===== src/rtl/branch_resolve_pkg.sv =====
// Shared definitions for the branch resolver.
// Contents: PC width, branch-type encodings, resolver FSM states, and a
// helper that selects the condition flag for a branch type.
package branch_resolve_pkg;

  localparam int PC_W = 16;

  typedef enum logic [1:0] {
    BR_BEQZ = 2'b00,
    BR_BNEZ = 2'b01,
    BR_BLTZ = 2'b10,
    BR_BGEZ = 2'b11
  } br_type_e;

  typedef enum logic [1:0] {
    IDLE     = 2'b00,
    REDIRECT = 2'b01,
    FLUSH    = 2'b10
  } br_state_e;

  // Pick the decode-stage flag that matches the branch type.
  // The flags are trusted as given and are not checked against each other.
  function automatic logic sel_cond(input br_type_e t, input logic z,
                                    input logic nz, input logic lt,
                                    input logic gte);
    unique case (t)
      BR_BEQZ: sel_cond = z;
      BR_BNEZ: sel_cond = nz;
      BR_BLTZ: sel_cond = lt;
      default: sel_cond = gte;
    endcase
  endfunction

endpackage


===== src/rtl/branch_resolve_if.sv =====
// Decode <-> branch resolver bundle.
//   master : decode side; drives the branch, flags, PC/imm and stall.
//   slave  : resolver side; drives redirect, redirect_pc, flush, busy
//            and the statistics counters.
// CNT_W sets the statistics counter width.
interface branch_resolve_if #(parameter int CNT_W = 16);
  import branch_resolve_pkg::*;

  logic             br_valid;
  logic [1:0]       br_type;
  logic             Rs_zero;
  logic             Rs_n_zero;
  logic             Rs_lt_zero;
  logic             Rs_gte_zero;
  logic [PC_W-1:0]  pc_plus2;
  logic [PC_W-1:0]  imm;
  logic             stall;
  logic             redirect;
  logic [PC_W-1:0]  redirect_pc;
  logic             flush;
  logic             busy;
  logic [CNT_W-1:0] br_count;
  logic [CNT_W-1:0] taken_count;

  modport master (
    output br_valid, br_type, Rs_zero, Rs_n_zero, Rs_lt_zero, Rs_gte_zero,
           pc_plus2, imm, stall,
    input  redirect, redirect_pc, flush, busy, br_count, taken_count
  );

  modport slave (
    input  br_valid, br_type, Rs_zero, Rs_n_zero, Rs_lt_zero, Rs_gte_zero,
           pc_plus2, imm, stall,
    output redirect, redirect_pc, flush, busy, br_count, taken_count
  );

endinterface


===== src/rtl/branch_resolve_flush_ctr.sv =====
// br_flush_ctr: loadable down-counter used to time the flush window.
// Ports:
//   clk, rst  : clock, async active-high reset
//   load      : load load_val this cycle (has priority over dec)
//   load_val  : value to load
//   dec       : decrement this cycle
//   zero_o    : the count after this edge will be zero
module br_flush_ctr #(
  parameter int W = 1
) (
  input  logic         clk,
  input  logic         rst,
  input  logic         load,
  input  logic [W-1:0] load_val,
  input  logic         dec,
  output logic         zero_o
);

  logic [W-1:0] cnt_q, cnt_d;

  always_comb begin
    cnt_d = cnt_q;
    if (load)     cnt_d = load_val;
    else if (dec) cnt_d = cnt_q - W'(1);
  end

  // Look-ahead flag so the FSM can leave FLUSH on the 1 -> 0 step.
  assign zero_o = (cnt_d == '0);

  always_ff @(posedge clk or posedge rst) begin
    if (rst) cnt_q <= '0;
    else     cnt_q <= cnt_d;
  end

endmodule


===== src/rtl/branch_resolve.sv =====
// branch_resolve: resolves conditional branches under a static not-taken
// policy. A taken branch registers a one-cycle redirect to pc_plus2 + imm
// and holds flush for FLUSH_CYCLES cycles (redirect cycle included).
// Ports:
//   clk, rst : clock, async active-high reset
//   bus      : branch_resolve_if.slave (branch in, redirect/flush out)
// Parameters: FLUSH_CYCLES (1..15), CNT_W (statistics counter width).
// Optional: define BRANCH_STATS_EN to build the saturating br_count /
// taken_count counters; otherwise both read constant 0.
module branch_resolve
  import branch_resolve_pkg::*;
#(
  parameter int FLUSH_CYCLES = 2,
  parameter int CNT_W        = 16
) (
  input  logic             clk,
  input  logic             rst,
  branch_resolve_if.slave  bus
);

  localparam int CTR_W = (FLUSH_CYCLES > 1) ? $clog2(FLUSH_CYCLES) : 1;

  br_state_e       state_q, state_d;
  logic            redirect_q, redirect_d;
  logic            flush_q, flush_d;
  logic            busy_q, busy_d;
  logic [PC_W-1:0] redirect_pc_q, redirect_pc_d;
  logic            ctr_load, ctr_dec, ctr_zero;
  logic            accept, cond;
  logic [PC_W-1:0] target;

  assign accept = bus.br_valid & ~bus.stall & (state_q == IDLE);
  assign cond   = sel_cond(br_type_e'(bus.br_type), bus.Rs_zero,
                           bus.Rs_n_zero, bus.Rs_lt_zero, bus.Rs_gte_zero);
  assign target = bus.pc_plus2 + bus.imm;  // carry-out dropped: wraps mod 2^16

  br_flush_ctr #(.W(CTR_W)) u_flush_ctr (
    .clk      (clk),
    .rst      (rst),
    .load     (ctr_load),
    .load_val (CTR_W'(FLUSH_CYCLES - 1)),
    .dec      (ctr_dec),
    .zero_o   (ctr_zero)
  );

  // Outputs are registered: the _d values here are what the block shows
  // during the cycle after the edge.
  always_comb begin
    state_d       = state_q;
    redirect_d    = 1'b0;
    flush_d       = flush_q;
    busy_d        = busy_q;
    redirect_pc_d = redirect_pc_q;
    ctr_load      = 1'b0;
    ctr_dec       = 1'b0;
    unique case (state_q)
      IDLE: begin
        flush_d = 1'b0;
        busy_d  = 1'b0;
        if (accept && cond) begin
          state_d       = REDIRECT;
          redirect_d    = 1'b1;
          flush_d       = 1'b1;
          busy_d        = 1'b1;
          redirect_pc_d = target;
        end
      end
      REDIRECT: begin
        ctr_load = 1'b1;
        if (FLUSH_CYCLES > 1) begin
          state_d = FLUSH;
          flush_d = 1'b1;
          busy_d  = 1'b1;
        end else begin
          state_d = IDLE;
          flush_d = 1'b0;
          busy_d  = 1'b0;
        end
      end
      FLUSH: begin
        ctr_dec = 1'b1;
        if (ctr_zero) begin
          state_d = IDLE;
          flush_d = 1'b0;
          busy_d  = 1'b0;
        end
      end
      default: begin
        state_d = IDLE;
        flush_d = 1'b0;
        busy_d  = 1'b0;
      end
    endcase
  end

  always_ff @(posedge clk or posedge rst) begin
    if (rst) begin
      state_q       <= IDLE;
      redirect_q    <= 1'b0;
      flush_q       <= 1'b0;
      busy_q        <= 1'b0;
      redirect_pc_q <= '0;
    end else begin
      state_q       <= state_d;
      redirect_q    <= redirect_d;
      flush_q       <= flush_d;
      busy_q        <= busy_d;
      redirect_pc_q <= redirect_pc_d;
    end
  end

  assign bus.redirect    = redirect_q;
  assign bus.flush       = flush_q;
  assign bus.busy        = busy_q;
  assign bus.redirect_pc = redirect_pc_q;

`ifdef BRANCH_STATS_EN
  logic [CNT_W-1:0] br_cnt_q, br_cnt_d;
  logic [CNT_W-1:0] tk_cnt_q, tk_cnt_d;

  // Saturating counters: stop at all-ones.
  always_comb begin
    br_cnt_d = br_cnt_q;
    tk_cnt_d = tk_cnt_q;
    if (accept && (br_cnt_q != '1))         br_cnt_d = br_cnt_q + CNT_W'(1);
    if (accept && cond && (tk_cnt_q != '1)) tk_cnt_d = tk_cnt_q + CNT_W'(1);
  end

  always_ff @(posedge clk or posedge rst) begin
    if (rst) begin
      br_cnt_q <= '0;
      tk_cnt_q <= '0;
    end else begin
      br_cnt_q <= br_cnt_d;
      tk_cnt_q <= tk_cnt_d;
    end
  end

  assign bus.br_count    = br_cnt_q;
  assign bus.taken_count = tk_cnt_q;
`else
  assign bus.br_count    = {CNT_W{1'b0}};
  assign bus.taken_count = {CNT_W{1'b0}};
`endif

endmodule


===== src/flat_wrapper.sv =====
// flat-port wrapper written by rule: the top's interface ports become plain ports
module branch_resolve_flat import branch_resolve_pkg::*;
#(
  parameter int FLUSH_CYCLES = 2,
  parameter int CNT_W        = 16
)
  (clk, rst, bus_br_valid, bus_br_type, bus_Rs_zero, bus_Rs_n_zero, bus_Rs_lt_zero, bus_Rs_gte_zero, bus_pc_plus2, bus_imm, bus_stall, bus_redirect, bus_redirect_pc, bus_flush, bus_busy, bus_br_count, bus_taken_count);
  branch_resolve_if #(.CNT_W(CNT_W)) bus_i ();
  input  logic clk;
  input  logic rst;
  input wire logic [$bits(bus_i.br_valid)-1:0] bus_br_valid;
  input wire logic [$bits(bus_i.br_type)-1:0] bus_br_type;
  input wire logic [$bits(bus_i.Rs_zero)-1:0] bus_Rs_zero;
  input wire logic [$bits(bus_i.Rs_n_zero)-1:0] bus_Rs_n_zero;
  input wire logic [$bits(bus_i.Rs_lt_zero)-1:0] bus_Rs_lt_zero;
  input wire logic [$bits(bus_i.Rs_gte_zero)-1:0] bus_Rs_gte_zero;
  input wire logic [$bits(bus_i.pc_plus2)-1:0] bus_pc_plus2;
  input wire logic [$bits(bus_i.imm)-1:0] bus_imm;
  input wire logic [$bits(bus_i.stall)-1:0] bus_stall;
  output wire logic [$bits(bus_i.redirect)-1:0] bus_redirect;
  output wire logic [$bits(bus_i.redirect_pc)-1:0] bus_redirect_pc;
  output wire logic [$bits(bus_i.flush)-1:0] bus_flush;
  output wire logic [$bits(bus_i.busy)-1:0] bus_busy;
  output wire logic [$bits(bus_i.br_count)-1:0] bus_br_count;
  output wire logic [$bits(bus_i.taken_count)-1:0] bus_taken_count;
  assign bus_i.br_valid = bus_br_valid;
  assign bus_i.br_type = bus_br_type;
  assign bus_i.Rs_zero = bus_Rs_zero;
  assign bus_i.Rs_n_zero = bus_Rs_n_zero;
  assign bus_i.Rs_lt_zero = bus_Rs_lt_zero;
  assign bus_i.Rs_gte_zero = bus_Rs_gte_zero;
  assign bus_i.pc_plus2 = bus_pc_plus2;
  assign bus_i.imm = bus_imm;
  assign bus_i.stall = bus_stall;
  assign bus_redirect = bus_i.redirect;
  assign bus_redirect_pc = bus_i.redirect_pc;
  assign bus_flush = bus_i.flush;
  assign bus_busy = bus_i.busy;
  assign bus_br_count = bus_i.br_count;
  assign bus_taken_count = bus_i.taken_count;
  branch_resolve #(.FLUSH_CYCLES(FLUSH_CYCLES), .CNT_W(CNT_W)) u_core (.clk(clk), .rst(rst), .bus(bus_i));
endmodule

===== config.mk =====
export PLATFORM = sky130hd
export DESIGN_NAME = branch_resolve_flat
export DESIGN_NICKNAME = d
export VERILOG_FILES = /design/src/rtl/branch_resolve_pkg.sv /design/src/rtl/branch_resolve_if.sv /design/src/rtl/branch_resolve_flush_ctr.sv /design/src/rtl/branch_resolve.sv /design/src/flat_wrapper.sv
export SDC_FILE = /design/constraint.sdc
export NUM_CORES = 1
export LEC_CHECK = 0
export ABC_CLOCK_PERIOD_IN_PS = 1600
export BUFFER_PORTS_ARGS = -buffer_cell sky130_fd_sc_hd__buf_2
export CAP_MARGIN = 20
export CORE_ASPECT_RATIO = 1.4
export CORE_MARGIN = 2
export CORE_UTILIZATION = 40
export CTS_CLUSTER_SIZE = 28
export DETAILED_ROUTE_END_ITERATION = 10
export PLACE_DENSITY = 0.74
export SKIP_CTS_REPAIR_TIMING = 1
export SYNTH_ARGS = -nofsm -noshare
export SYNTH_HDL_FRONTEND = slang
export SYNTH_SLANG_ARGS = --single-unit

===== constraint.sdc =====
create_clock -name clk -period 1.6 [get_ports clk]
set_input_delay 0.16 -clock clk [delete_from_list [all_inputs] [get_ports clk]]
set_output_delay 0.16 -clock clk [all_outputs]
set_load 0.02 [all_outputs]

==> results.md, run 1 <==
* Clock Skew at between 0.001 and 0.0015 ns
* Layout area overhead at 29.31%
* Ys async rst share at between 90% and 100%
* Rel. slew slack at between 40% and 50%
* Post-synth EDFFs at 0
* Pwr dens at around 1000 nW/um^2
* Dpl cells at between 300 and 400
* Cell area after synthesis at between 1500 and 2000 sq um
* DRT Pass-1 Iters at 6
* Leak at roughly 0.0012 uW
* Accumulated negative setup slack at 0 ns
* Final net count at around 340
* Slew @ Worst Pin at approximately 0.75 ns
* DRC violations left at 0
* Internal cell power at between 1000 and 1500 uW
* Final RePlAce weighted congestion at approximately 0.81
* GRT overflow at 0
* Routed via count at 1485
* FF-to-FF Start: u_core.state_q[1]$_DFFE_PP0P_
* Met3 GRT Util at less than 1%
* Tmin final at around 1.6 ns
* Antenna violations before repair at 0
* I/O pins at between 90 and 100
* Clock power share at between 10 and 15%
* Initial DRC Count at 43
* Arr. time, crit path at about 1.7 ns
* Top FF cell, synth: dfrtp_1
* RSZ-0062 raised after global routing: yes
* Wire per inst at approximately 11 um
* Largest net degree at the start of global routing at 33
* Max_cap viols at 0
* First-pass GRT wire length at a little over 5000 um
* Core Util, Final at between 50% and 60%
* Die area at ~4900 sq um
* Vias per cell at around 4.6
* CTS Buf Count at 3
* Design area at 2236 sq um
* Synth Instances at approximately 200
* IO buf count at 60
* Final Slew Violations at 0
* Syn_area_per_cell at a little under 9 sq um
* Final period utilization at roughly 99%
* Crit path max fanout at 3
* CTS Sinks at 21
* Status: complete, no violations
* Final Setup Violations at 0
* Worst VDD drop at 0.4263 mV
* Worst EP required at about 1.7 ns
* Clk root buf: clkbuf_8
* Initial Util at 41.13%
* Sw Ratio at 41.51%
* Final hold vios at 0
* Clock Tree Buf Depth at 2
* Reg clk slew, reported paths at ~0.070 ns
* Die Y at between 80 and 90 um
* Core Rows at 28
* GRT busiest layer: met2
* CTS tree: built
* Combinational fraction of design power at between 40% and 50%
* Die Width at roughly 60 um
* Core footprint at around 4200 sq um
* Share of layout cells above drive strength 1 at about 38%
* Fillers at 406
* H-tree depth at 1
* Psw at about 970 uW
* Sequential share of power at ~36%
* Cell area after placement at approximately 2100 sq um
* Post-detail-place hpwl at 2916 um
* Total global-route track usage at between 10 and 15%
* Finished Layout Cells at between 300 and 400
* Clk_lat worst skew at roughly 0.25 ns
* M2 GR Usage at 26.81%
* Fmax at approximately 630 MHz
* Critical path capture point type: flip-flop
* Ys Warns at 0
* Place WS at -0.3528 ns
* Grt met1 use at about 15%
* FF+latch count, synth at 21
* Crit path from: bus_imm[0]
* Worst setup margin at ~0.0086 ns
* Critical path type: in2reg
* CP Launch Type: input pin
* Yosys cell types at 36
* Sequential-to-total area share from yosys stat at 30.39%
* Vias in the first global route at around 1300
* Detailed Route WL at ~3400 um
* Hold crit path type: in2async
* Number of routed nets with antenna violations at 0
* ANT cells at 0
[flip-flops by register name, indices dropped and copies added (netlist names)]
register,cells
u_core.bus.redirect_pc,16
u_core.state_q,2
u_core.bus.flush,1
u_core.bus.redirect,1
u_core.u_flush_ctr.cnt_q,1
[layer usage]
metal / part of all wire [%] / wire length [um]
met1: 39 / 1324
met2: 55 / 1848
met3: 5.0 / 170
met4: 1.2 / 42
met5: 0 / 0
[worst paths after layout]
path	to	cells past startpoint	slack (ns)
max in group asynchronous	u_core.bus.redirect_pc[1]$_DFFE_PP0P_	2	1.10
min in group clk	u_core.bus.redirect_pc[0]$_DFFE_PP0P_	4	0.21
min	u_core.bus.flush$_DFFE_PP0P_	2	0.03
max	u_core.bus.redirect_pc[14]$_DFFE_PP0P_	9	0.009
max reg2reg	u_core.bus.redirect_pc[12]$_DFFE_PP0P_	4	0.17
min reg2reg	u_core.bus.redirect_pc[1]$_DFFE_PP0P_	2	0.47
[per-stage QoR]
| step | power (uW) | hold slack [ns] |
|---|---|---|
| floorplan | 1632 | 0.1365 |
| global placement | 1959 | 0.3270 |
| detailed placement | 1991 | 0.3275 |
| CTS | 2327 | 0.04903 |
| global route | 2496 | 0.1167 |
| finish | 2325 | 0.02880 |
[Yosys cell counts (2+ instances only)]
cell | count | area, sq um
nand2_1 | 34 | 127.6
nand3_1 | 2 | 10.01
a21oi_1 | 12 | 60.06
nand4_1 | 2 | 12.51
dfrtp_1 | 21 | 525.5
xor2_1 | 8 | 70.07
inv_1 | 4 | 15.01
o21bai_1 | 2 | 15.01
a31oi_1 | 2 | 12.51
a21o_1 | 4 | 30.03
and3_1 | 2 | 12.51
xnor2_1 | 7 | 61.31
buf_4 | 33 | 247.7
buf_2 | 4 | 20.02
a21oi_2 | 2 | 17.52
ha_1 | 15 | 187.7
nor2_1 | 3 | 11.26
o21ai_0 | 21 | 105.1
[critical path, cell delays in order]
cell and delay [ns]:
buf_6 0.10, ha_4 0.16, fa_2 0.36, a21oi_2 0.15, nand4b_1 0.17, a21oi_2 0.10
o41ai_2 0.30, xor2_1 0.18, o21ai_1 0.07
[cells in the final DEF, fill, tap and decap left out, drive strengths merged, types with 2 or more instances in the layout]
master and n:
o21ai 21, and3 2, xnor2 7, o41ai 2, inv 4, a21oi 14
clkbuf 3, buf 83, o21bai 2, nand2 34, nand3 2, nor2 3
xor2 8, a31oi 2, ha 15, dfrtp 21, a21o 4, conb 32
nand4 2
[kinds of logic (layout without fill, tap and decap cells)]
group / after synthesis / after routing / share of synthesized area, %
AND/OR/NAND/NOR: 50 / 50 / 12.95
flip-flops: 21 / 21 / 30.39
adder cells (fa/ha/maj): 16 / 16 / 12.01
AO/OA/AOI/OAI: 50 / 50 / 18.96
multiplexers: 1 / 1 / 1.302
XOR/XNOR: 15 / 15 / 7.598
other: 1 / 32 / 0.2169
buffers and inverters: 42 / 91 / 16.57
[power groups by stage]
stage | combinational [uW] | clock [uW] | sequential, uW
6_report | 1160 | 330 | 839
5_1_grt | 1270 | 357 | 869
4_1_cts | 1140 | 345 | 842
3_5_place_dp | 1140 | 0 | 854
3_3_place_gp | 1110 | 0 | 846
2_1_floorplan | 563 | 0 | 1070
[final cells by class]
cell class                 instances  area, sq um  share of cell area (%)
sequential                        21        525.5                   23.50
clock buffer                       3        41.29                   1.847
tap                               45        56.30                   2.518
clock inverter                     1        5.005                  0.2238
inverter                           4        15.01                  0.6715
timing repair buffer              83        498.0                   22.27
multi-input combinational        164         1095                   48.96
Note: power is estimated with default switching activity, not from simulation.
==> run 2: changes to the inputs <==
--- a/config.mk
+++ b/config.mk
@@ -14,7 +14,8 @@
 export CTS_CLUSTER_SIZE = 28
 export DETAILED_ROUTE_END_ITERATION = 10
-export PLACE_DENSITY = 0.74
+export PLACE_DENSITY = 0.73
 export SKIP_CTS_REPAIR_TIMING = 1
 export SYNTH_ARGS = -nofsm -noshare
 export SYNTH_HDL_FRONTEND = slang
+export SYNTH_HIERARCHICAL = 1
 export SYNTH_SLANG_ARGS = --single-unit
==> constraint.sdc (replaced) <==
create_clock -name clk -period 1.6 [get_ports clk]
set_input_delay 0 -clock clk [delete_from_list [all_inputs] [get_ports clk]]
set_output_delay 0 -clock clk [all_outputs]
set_load 0.02 [all_outputs]
==> results.md, run 2 <==
* Status: finished with violations
* Violated checks: negative setup slack
* Slowest CP cell: or4_1
* Sequential share of power at a little over a third
* Syn_area_per_cell at 8.550 sq um
* Detailed Route WL at 3920 um
* Core Rows at 28
* Final period utilization at 105.1%
* Top FF cell, synth: dfrtp_1
* GRT overflow at 0
* Final net count at roughly 350
* Wire per inst at between 10 and 15 um
* Most frequent cells after synthesis: buf_4 (33), nand2_1 (30), dfrtp_1 (21)
* DRC violations left at 0
* Clock Skew at slightly above 0.006 ns
* Most frequent cells in the layout: buf_2 (58), conb_1 (33), nand2_1 (29)
* Post-detail-place hpwl at between 3000 and 4000 um
* Most instantiated library cell after synthesis: buf_4
* Cell area after synthesis at approximately 1800 sq um
* Crit path largest cell delay at about 0.5 ns
* Die Width at 60.63 um
* Flip-flop count of the largest register after layout at 16
* Layout area overhead at 29.13%
* Finished Layout Cells at about 350
* Clock Tree Buf Depth at 2
* Clk_lat worst skew at between 0.2 and 0.3 ns
* Max_cap viols at 0
* Worst setup margin at -0.08140 ns
* Critical hold path startpoint: bus_pc_plus2[0]
* Hold Path End: u_core/bus.redirect_pc[0]$_DFFE_PP0P_
* Share of layout cells above drive strength 1 at between 30% and 40%
* ANT cells at 0
* Final Setup Violations at 2
* Die Y at between 80 and 90 um
* Routed via count at about 1700
* Initial DRC Count at 38
* Psw at approximately 1000 uW
* Die area at between 5000 and 6000 sq um
* Fillers at ~440
* CTS Buf Count at 3
* Pwr dens at approximately 1100 nW/um^2
* Final hold vios at 0
* Initial Util at a little over two fifths
* Hold crit path type: in2reg
* R2R depth at 4
* Commonest non-fill, non-tap cell in the layout: buf_2
* Internal cell power at around 1400 uW
* I/O pins at 93
* Core footprint at roughly 4300 sq um
* First-pass GRT wire length at 6320 um
* Total global-route track usage at between 10% and 20%
* Flop2flop setup slack at about 0.070 ns
* Antenna violations before repair at 0
* Clock power share at 14.3%
* Dpl cells at 346
* Rel. slew slack at between 50% and 60%
* Top-area cell type share of the netlist area at about 29%
* Core Util, Final at about 54%
* Slew @ Worst Pin at 0.7395 ns
* Hold WS at roughly 0.050 ns
* Final RePlAce weighted congestion at roughly 0.83
* Worst VDD drop at 0.3762 mV
* CP Launch Type: input pin
* Leak at ~0.0012 uW
* Cell taking the most area after synthesis: dfrtp_1
* Largest net degree at the start of global routing at 29
* CP cell instances: buf_6 > ha_4 > fa_2 > a21o_1 > a221oi_2 > buf_4 > o31ai_4 > or4_1 > nand3_1
* Sw Ratio at between 40% and 50%
* Final Slew Violations at 0
* FF-to-FF Start: u_core/state_q[1]$_DFFE_PP0P_
* CTS tree: built
* Ys async rst share at 100.0%
* Post-synth EDFFs at 0
* Pwr Total at roughly 2400 uW
* R2R Path End: u_core/bus.redirect_pc[14]$_DFFE_PP0P_
* Critical path type: in2reg
* Tmin final at between 1.5 and 2 ns
* Worst hold stages at 4
* IO buf count at 60
* Crit path max fanout at 3
* Critical path capture point type: flip-flop
* Ys Warns at 6
* Worst EP required at around 1.8 ns
* Sequential-to-total area share from yosys stat at approximately 30%
* CTS Sinks at 21
* Yosys cell types at 40
* FF+latch count, synth at 21
* Arr. time, crit path at between 1.5 and 2 ns
* Number of routed nets with antenna violations at 0
* Fmax at around 590 MHz
* Accumulated negative setup slack at -0.1410 ns
* Clk root buf: clkbuf_8
* RSZ-0062 raised after global routing: yes
* Dominant cells by area after synthesis: dfrtp_1 (29%), buf_4 (14%), ha_1 (10%)
* Reg clk slew, reported paths at 0.08 ns
* H-tree depth at 1
* Vias in the first global route at ~1600
* Combinational fraction of design power at 51.0%
* Synth Instances at 210
* DRT Pass-1 Iters at 4
* Vias per cell at around 4.7
-- run 2: cell types whose count changed after synthesis, moves of 3 or more --
cell,before,now
o21ai_0,21,18
nand3_1,2,5
o21a_1,0,4
xor2_1,8,5
clkbuf_1,1,4
inv_1,4,8
o211ai_1,1,6
nand2_1,34,30
-- run 2: power by group through the flow --
stage | Clock, uW | Combinational, uW | Sequential [uW]
2_1_floorplan | 0 | 610 | 1090
5_1_grt | 376 | 1380 | 873
4_1_cts | 352 | 1230 | 852
3_5_place_dp | 0 | 1220 | 862
6_report | 349 | 1240 | 847
3_3_place_gp | 0 | 1200 | 854
-- run 2: logic make-up (layout without fill, tap and decap cells) --
kind of cell	Yosys count	after routing	synth area share [%]
adder cells (fa/ha/maj)	16	16	11.57
XOR/XNOR	11	11	5.366
multiplexers	1	1	1.254
AND/OR/NAND/NOR	54	54	14.01
flip-flops	21	21	29.27
AO/OA/AOI/OAI	57	57	21.05
other	2	33	0.4183
buffers and inverters	48	99	17.07
-- run 2: cell type report --
type,count,area [sq um],area share [%]
clock inverter,1,7.507,0.3238
clock buffer,3,41.29,1.781
tap,60,75.07,3.238
multi-input combinational,172,1117,48.19
timing repair buffer,87,521.8,22.50
sequential,21,525.5,22.67
inverter,8,30.03,1.295
-- run 2: worst max-delay path by stage --
stage	from	endpoint	slack, ns	cells after the start
floorplan	bus_pc_plus2[0]	u_core/bus.redirect_pc[14]$_DFFE_PP0P_	-0.12	7
global placement	bus_pc_plus2[0]	u_core/bus.redirect_pc[14]$_DFFE_PP0P_	-0.30	9
detailed placement	bus_pc_plus2[0]	u_core/bus.redirect_pc[14]$_DFFE_PP0P_	-0.33	9
CTS	u_core/state_q[0]$_DFFE_PP0P_	u_core/bus.redirect_pc[15]$_DFFE_PP0P_	-0.08	6
global route	bus_pc_plus2[0]	u_core/bus.redirect_pc[14]$_DFFE_PP0P_	-0.16	9
finish	bus_imm[0]	u_core/bus.redirect_pc[14]$_DFFE_PP0P_	-0.08	9
-- run 2: layer usage --
layer / track usage (%) / vias up / wire length [um]
met5: 0 / - / 0
met4: 5.731 / 0 / 84
met3: 0.7788 / 6 / 212
met2: 27.76 / 63 / 2152
met1: 18.26 / 752 / 1472
li1: - / 840 / -
-- run 2: critical path, delay by kind of cell --
family	cells	cell delay (ns)
compound gates	3	0.53
fa+ha+maj	2	0.48
simple gates	2	0.59
buf+inv	2	0.27
-- run 2: through the flow --
stage	worst slack, ns	area [sq um]
after floorplan	-0.1215	1927
after global placement	-0.3033	2213
after detailed placement	-0.3312	2213
after CTS	-0.07819	2262
after global routing	-0.1595	2318
final	-0.08140	2318
==> run 3: changes to the inputs <==
- CORE_ASPECT_RATIO: 1.4 -> 0.8
==> results.md, run 3 (synthesis gave the netlist of run 2 again) <==
* Total global-route track usage at between 10% and 20%
* Core footprint at between 4000 and 5000 sq um
* Clock Tree Buf Depth at 2
* Reg clk slew, reported paths at approximately 0.080 ns
* Vias in the first global route at 1358
* Antenna violations before repair at 0
* Worst setup margin at between 0.05 and 0.06 ns
* I/O pins at 93
* Design area at ~2300 sq um
* Worst EP required at approximately 1.8 ns
* CTS tree: built
* Share of layout cells above drive strength 1 at between 30% and 40%
* Final Setup Violations at 0
* Final net count at 348
* DRC violations left at 0
* Detailed Route WL at between 3000 and 4000 um
* Routed via count at ~1600
* Arr. time, crit path at around 1.7 ns
* CP Launch Type: input pin
* Area of the multi-input gates at between 1000 and 1500 sq um
* Cell area after placement at 2187 sq um
* Initial Util at approximately 42%
* Die Width at between 70 and 80 um
* Psw at between 1000 and 1500 uW
* Pwr dens at ~1100 nW/um^2
* GRT overflow at 0
* CTS Buf Count at 3
* Final period utilization at 96.35%
* Most frequent cells in the layout: buf_2 (58), conb_1 (33), nand2_1 (29)
* Clock Skew at around 0.0015 ns
* Die area at 5044 sq um
* Leak at about 0.0012 uW
* Clk_lat worst skew at approximately 0.26 ns
* Core Rows at 21
* ANT cells at 0
* Flip-flop count of the largest register after layout at 16
* Commonest non-fill, non-tap cell in the layout: buf_2
* RSZ-0062 raised after global routing: yes
* Critical path capture point type: flip-flop
* Layout area overhead at 27.94%
* Place WS at -0.2690 ns
* Final Slew Violations at 0
* Initial DRC Count at slightly below 60
* Combinational fraction of design power at roughly half
* Hold crit path type: in2reg
* Final hold vios at 0
* DRT Pass-1 Iters at 4
* Die Y at 63.93 um
* Register area at between 500 and 600 sq um
* Internal cell power at ~1400 uW
* H-tree depth at 1
* Max_cap viols at 0
* Fillers at ~410
* Tmin final at 1.542 ns
* Crit path max fanout at 4
* First-pass GRT wire length at approximately 5900 um
* IO buf count at 60
* Clk root buf: clkbuf_8
* Status: complete, no violations
* CTS Sinks at 21
* Final RePlAce weighted congestion at around 0.92
* Vias per cell at between 4 and 5
* Sw Ratio at a little over two fifths
* Wire per inst at approximately 11 um
* Post-detail-place hpwl at 3092 um
* Number of routed nets with antenna violations at 0
* Accumulated negative setup slack at 0 ns
* Sequential share of power at between 30% and 40%
* Largest net degree at the start of global routing at 22
* Worst VDD drop at 0.5972 mV
* Clock power share at about 14%
* Critical path type: in2reg
* Fmax at about 650 MHz
run 3: changes by cell type in the layout (fill, tap and decap cells not counted), sizes merged:
cell	delta
buf	-3
clkinv	+1
inv	-1
run 3: final timing paths:
path,slack (ns),depth (start not counted),to,startpoint
setup reg to reg,0.07,4,u_core/bus.redirect_pc[14]$_DFFE_PP0P_,u_core/state_q[1]$_DFFE_PP0P_
hold reg to reg,0.48,2,u_core/bus.redirect_pc[0]$_DFFE_PP0P_,u_core/bus.redirect_pc[0]$_DFFE_PP0P_
min in group asynchronous,0.12,3,u_core/u_flush_ctr/cnt_q$_DFF_PP0_,rst
max in group asynchronous,1.07,4,u_core/bus.redirect_pc[10]$_DFFE_PP0P_,rst
setup / recovery,0.06,9,u_core/bus.redirect_pc[14]$_DFFE_PP0P_,bus_imm[0]
hold / removal,0.03,4,u_core/bus.redirect_pc[0]$_DFFE_PP0P_,bus_pc_plus2[0]
run 3: through the flow:
stage	power (uW)	util [%]	hold WS [ns]	instances
5_1_grt	2633	53.97	0.03303	346
4_1_cts	2430	52.47	-0.4448	344
3_5_place_dp	2074	51.38	-0.1551	340
6_report	2435	53.97	0.03384	346
2_1_floorplan	1700	-	-0.2713	241
3_3_place_gp	2055	51.38	-0.1563	340
run 3: layout make-up:
cell class              count  area share (%)
multi-input cells         172           48.80
inverters                   8           1.471
repair buffers             84           21.73
flip-flops and latches     21           22.88
well taps                  57           3.105
clock buffers               3           1.797
clock inverters             1          0.2179
run 3: power groups by stage:
| stage | Clock, uW | Combinational, uW | Sequential [uW] |
|---|---|---|---|
| 3_3_place_gp | 0 | 1190 | 861 |
| 4_1_cts | 362 | 1210 | 857 |
| 6_report | 346 | 1230 | 857 |
| 5_1_grt | 389 | 1360 | 886 |
| 3_5_place_dp | 0 | 1210 | 867 |
| 2_1_floorplan | 0 | 610 | 1090 |
run 3: worst max-delay path, stage by stage:
cell and delay, ns:
buf_6 0.10, ha_4 0.15, fa_2 0.33, a21o_1 0.22, a221oi_2 0.23, buf_4 0.17
o31ai_4 0.08, or4_1 0.40, nand3_1 0.07
run 3: metal layers:
| metal | wire length, um | global-route usage (%) |
|---|---|---|
| met1 | 1813 | 21.29 |
| met2 | 1713 | 22.76 |
| met3 | 236 | 2.825 |
| met4 | 37 | 3.879 |
| met5 | 0 | 0 |
